File: src/rtl/id_ex_stage.sv
// Dual-issue ID/EX pipeline register with slot-2 load-use hazard detection and one-cycle bubble insertion.
// Optional bubble counter on stall_count is enabled by defining ID_EX_STALL_COUNT_EN.
module id_ex_stage #(
    parameter int REG_W = 3,
    parameter int CNT_W = 16
) (
    input  logic             clk,
    input  logic             reset,
    input  logic             id_valid,
    input  logic [REG_W-1:0] id_rm_1,
    input  logic [REG_W-1:0] id_rd_11,
    input  logic [REG_W-1:0] id_rd_12,
    input  logic             id_alusrcb,
    input  logic             id_regwrite1,
    input  logic [REG_W-1:0] id_rm_2,
    input  logic [REG_W-1:0] id_rn_2,
    input  logic [REG_W-1:0] id_rd_2,
    input  logic             id_regwrite2,
    input  logic             id_memread2,
    input  logic             id_memwrite2,
    input  logic             flush,
    output logic [REG_W-1:0] ID_EX_rm_1,
    output logic [REG_W-1:0] ID_EX_rd_11,
    output logic [REG_W-1:0] ID_EX_rd_12,
    output logic [REG_W-1:0] ID_EX_rm_2,
    output logic [REG_W-1:0] ID_EX_rn_2,
    output logic [REG_W-1:0] ID_EX_rd_2,
    output logic             ID_EX_ALUSrcB,
    output logic             ID_EX_RegWrite1,
    output logic             ID_EX_RegWrite2,
    output logic             ID_EX_MemRead2,
    output logic             ID_EX_MemWrite2,
    output logic             ID_EX_valid,
`ifdef ID_EX_STALL_COUNT_EN
    output logic [CNT_W-1:0] stall_count,
`endif
    output logic             stall
);

    typedef enum logic {IDLE, BUBBLE} state_t;
    state_t state;

    logic [REG_W-1:0] src_b1;
    logic             hit_1;
    logic             hit_2;
    logic             hazard;

    // The load destination is compared only when non-zero, so r0 never matches.
    always_comb begin
        src_b1 = id_alusrcb ? id_rd_12 : id_rd_11;
        hit_1  = (ID_EX_rd_2 == id_rm_1) || (ID_EX_rd_2 == src_b1);
        hit_2  = (ID_EX_rd_2 == id_rm_2) || (ID_EX_rd_2 == id_rn_2) ||
                 (id_memwrite2 && (ID_EX_rd_2 == id_rd_2));
        hazard = ID_EX_valid && ID_EX_MemRead2 && (ID_EX_rd_2 != '0) &&
                 id_valid && (hit_1 || hit_2);
        stall  = !reset && !flush && (state == IDLE) && hazard;
    end

    always_ff @(posedge clk) begin
        if (reset || flush || stall) begin
            ID_EX_rm_1      <= '0;
            ID_EX_rd_11     <= '0;
            ID_EX_rd_12     <= '0;
            ID_EX_rm_2      <= '0;
            ID_EX_rn_2      <= '0;
            ID_EX_rd_2      <= '0;
            ID_EX_ALUSrcB   <= 1'b0;
            ID_EX_RegWrite1 <= 1'b0;
            ID_EX_RegWrite2 <= 1'b0;
            ID_EX_MemRead2  <= 1'b0;
            ID_EX_MemWrite2 <= 1'b0;
            ID_EX_valid     <= 1'b0;
        end else begin
            ID_EX_rm_1      <= id_rm_1;
            ID_EX_rd_11     <= id_rd_11;
            ID_EX_rd_12     <= id_rd_12;
            ID_EX_rm_2      <= id_rm_2;
            ID_EX_rn_2      <= id_rn_2;
            ID_EX_rd_2      <= id_rd_2;
            ID_EX_ALUSrcB   <= id_alusrcb;
            ID_EX_RegWrite1 <= id_regwrite1;
            ID_EX_RegWrite2 <= id_regwrite2;
            ID_EX_MemRead2  <= id_memread2;
            ID_EX_MemWrite2 <= id_memwrite2;
            ID_EX_valid     <= id_valid;
        end

        if (reset || flush) begin
            state <= IDLE;
        end else begin
            case (state)
                IDLE:    state <= stall ? BUBBLE : IDLE;
                BUBBLE:  state <= IDLE;
                default: state <= IDLE;
            endcase
        end
    end

`ifdef ID_EX_STALL_COUNT_EN
    // stall is already low on flush and reset, so only hazard bubbles are counted.
    always_ff @(posedge clk) begin
        if (reset) begin
            stall_count <= '0;
        end else if (stall && (stall_count != '1)) begin
            stall_count <= stall_count + 1'b1;
        end
    end
`endif

endmodule

File: config.mk
export PLATFORM = sky130hd
export DESIGN_NAME = id_ex_stage
export DESIGN_NICKNAME = d
export VERILOG_FILES = /design/src/rtl/id_ex_stage.sv
export SDC_FILE = /design/constraint.sdc
export NUM_CORES = 1
export LEC_CHECK = 0
export ABC_AREA = 1
export CORE_ASPECT_RATIO = 0.8
export CORE_MARGIN = 2
export CORE_UTILIZATION = 35
export CTS_CLUSTER_SIZE = 12
export DETAILED_ROUTE_END_ITERATION = 16
export PLACE_DENSITY = 0.84
export SYNTH_ARGS = -nofsm -noshare
export SYNTH_HDL_FRONTEND = slang
export SYNTH_SLANG_ARGS = --single-unit
File: constraint.sdc
create_clock -name clk -period 1.2 [get_ports clk]
set_input_delay 0.18 -clock clk [delete_from_list [all_inputs] [get_ports clk]]
set_output_delay 0.18 -clock clk [all_outputs]
set_load 0.03 [all_outputs]
==> impl_results.md <==
- Die ar.: 3510 um^2
- Die Y: 53.4 um
- Failing checks: negative setup slack
- Final number of setup-violating endpoints: 26
- CP required: between 1000 and 1500 ps
- Startpoint types: flop
- Setup TNS: -7350 ps
- Final setup margin: -420 ps
- Status: finished with violations
- Clock latency at the later pin of the worst-skew pair: 270 ps
- Die W: around 66 um
- Clk root buf: clkbuf_8
- CTS tree: yes
- Clock-pin slew on the worst setup and hold paths: 90 ps
- Met1 WL: 1140 um
- Mapped Cells: 148
- Post-DRT Antenna Nets: 0
- Count of nets after finishing: 251
- Remaining Overflow, GRT: 0
- Max Freq: just over 0.6 GHz
- Min Tclk post-route: 1620 ps
- H-tree Lvls: 1
- Final Util: 67.4%
- Reg-to-reg slack, setup: -300 ps
- Global-route wire length before repair: 4260 um
- Layout area overhead: 78.8%
- FF-to-FF path depth: 11
- Metal2 WL: 1260 um
- Layout cells sized above 1: 30.9%
- Fin Clk Skew: around 4.5 ps
- Routed length per placed instance: 10.0 um
- Final period utilization: 135%
- Hold Crit Endpoint: ID_EX_rd_2[2]
- Syn Nets: 175
- Site row count: 17
- Vias/cell: 4.20
- Cell variety after synth: 15
- Max VDD drop: 0.725 mV
- Pins over their slew limit: 0
- Ant diodes: 0
- Endpoint class of the critical path: output port
- Longest Clk Path Bufs: 2
- RSZ-0062 raised after global routing: yes
- Min-Delay Path Class: input port to flop
- CP peak stage delay: 380 ps
- RR Startpoint: ID_EX_rd_2[0]
- Pin count of the biggest net entering global routing: 16
- First-pass detailed-route iteration total: 4
- Most Frequent Cell on Critical Path: nand2_1
- Total power: 0.00182 W
- Sequential area share after synthesis: 46.9%
- # DRC: 0
- Max-Cap Viols: 0
- Antenna violations before repair: 0
- Vias in the first global route: 987
- Critical Path Fanout Max: 4
- HP Start: id_rd_2[2]
- Initial core utilization: 37.7%
- Total Routing Usage GR: 16.5%
- Slew at the pin closest to its max-slew limit: 323 ps
- Top Metal Used: met4
- Placed cells: roughly 250
- Slew HR: 78.6%
- Crit path kind: flop to output port
- Core area: 2830 um^2
- DRT Wirelength: 2620 um
- CTS Buf Count: 3
- Power per cell area: 954 nW/um^2
- Worst-path cell chain: buf_12, xnor2_2, nand3_1, nand2_1, nor2_1, nand2_1, nand2_2, inv_2, buf_6
- Yosys warning count: 0
- Avg Cell Area, Syn: 7.21 um^2
- #FFs+latches synth: 25
- Hold path depth: 4
- R2r endpoint: ID_EX_rm_1[1]
- Endpoints failing hold: 0
- Via count: 1,096
- CP bufs+invs: 3
- Gpl congestion: 0.766
- DR iter-0 viols: 21
- Cell leakage power: 1.02 nW
- Total I/O pin count: 52
- Synth Cell Area: 1070 um^2
- Cell Count, Final, Fillers Out: 261
- Clk sinks: 25
- Arrival @ worst endpoint: roughly 1400 ps
- Met3 Wirelength: 203 um
- CP top delay family: flip-flops
- DP HPWL: 1960 um
- CP Depth: 9
- IO buf count: just over 50
- Count of hold-fix buffers inserted at cts: 0
- Max stage delay cell, worst path: dfxtp_4
==> worst min-delay path, stage by stage <==
cell and delay [ps]:
dlymetal6s2s_1 140, inv_1 70, buf_4 110, nor2_2 30
==> sequential cells by signal, indices dropped and copies added, names as in the netlist <==
signal and count:
ID_EX_RegWrite2 1, ID_EX_RegWrite1 1, ID_EX_rm_1 3, ID_EX_valid 1
ID_EX_ALUSrcB 1, ID_EX_rm_2 3, ID_EX_rn_2 3, ID_EX_MemRead2 1
ID_EX_rd_12 3, state 1, ID_EX_rd_11 3, ID_EX_MemWrite2 1
ID_EX_rd_2 3
==> logic make-up after synthesis <==
family | synth area share (%)
and+or+nand+nor | 37.9
xor gates and xnor gates | 1.64
AOI/OAI and AO/OA | 0.587
buffers and inverters | 13.0
DFF | 46.9
==> cells in the final DEF, fill, tap and decap left out, types with 3 or more instances in the layout <==
| cell type | instances |
|---|---|
| nor2_2 | 21 |
| buf_12 | 4 |
| clkdlybuf4s15_1 | 5 |
| nand3_1 | 6 |
| buf_4 | 23 |
| dlygate4sd2_1 | 14 |
| inv_1 | 25 |
| dfxtp_4 | 3 |
| clkdlybuf4s50_1 | 24 |
| clkbuf_8 | 3 |
| nand2_1 | 44 |
| nand2_2 | 5 |
| nor2_1 | 9 |
| dfxtp_1 | 22 |
==> power by group <==
group          leakage [nW]  switching, W  total (W)  internal (W)
combinational         0.788      0.000212   0.000438      0.000226
clock                0.0260      0.000270   0.000507      0.000237
sequential            0.207     0.0000173   0.000875      0.000857
total                  1.02      0.000500    0.00182       0.00132
==> synthesized netlist by cell type <==
master / n / area share, %
nand2_4: 1 / 1.1
nand3b_1: 1 / 0.70
nor2_2: 20 / 12
nor2_1: 10 / 3.5
a31oi_1: 1 / 0.59
inv_2: 2 / 0.70
dfxtp_1: 25 / 47
nand2_2: 1 / 0.59
nand2_1: 48 / 17
buf_4: 1 / 0.70
nand3_1: 6 / 2.8
buf_6: 2 / 2.1
xnor2_1: 2 / 1.6
nand4_1: 1 / 0.59
inv_1: 27 / 9.5
==> how the worst max path moves through the flow <==
| stage | startpoint | endpoint | slack [ps] |
|---|---|---|---|
| after floorplan | ID_EX_rd_2[1] | ID_EX_rd_2[1] | -130 |
| after global placement | id_alusrcb | ID_EX_rd_11[1] | -500 |
| after detailed placement | id_alusrcb | ID_EX_rd_11[1] | -520 |
| after CTS | ID_EX_rd_2[2] | stall | -380 |
| after global routing | ID_EX_rd_2[0] | stall | -480 |
| final | ID_EX_rd_2[0] | stall | -420 |
==> cell type report <==
class                   count  area [um^2]
clock buffers               3         41.3
clock inverters             1         6.26
fillers                   238          921
inverters                  29          116
multi-input cells          91          457
flip-flops and latches     25          512
well taps                  38         47.5
repair buffers             74          728
==> metrics by stage <==
step	setup slack [ps]	hold WS, ps	cell area [um^2]
final	-420	283	1910
after CTS	-384	432	1870
after global routing	-478	305	1910
after floorplan	-134	292	1090
after global placement	-496	619	1770
after detailed placement	-523	620	1770
==> timing repair <==
action	4_1_cts	5_1_grt
setup buffers	2	1
pin swaps	1	6
setup endpoints to repair	43	31
gates cloned	1	0
gates resized for setup	25	13
==> routing by layer <==
| layer | track usage (%) | up-vias |
|---|---|---|
| met1 | 19.1 | 476 |
| met3 | 5.74 | 5 |
| met5 | 0 | - |
| met2 | 29.5 | 36 |
| met4 | 3.13 | 0 |
| li1 | - | 579 |
Note: power is estimated with default switching activity, not from simulation.
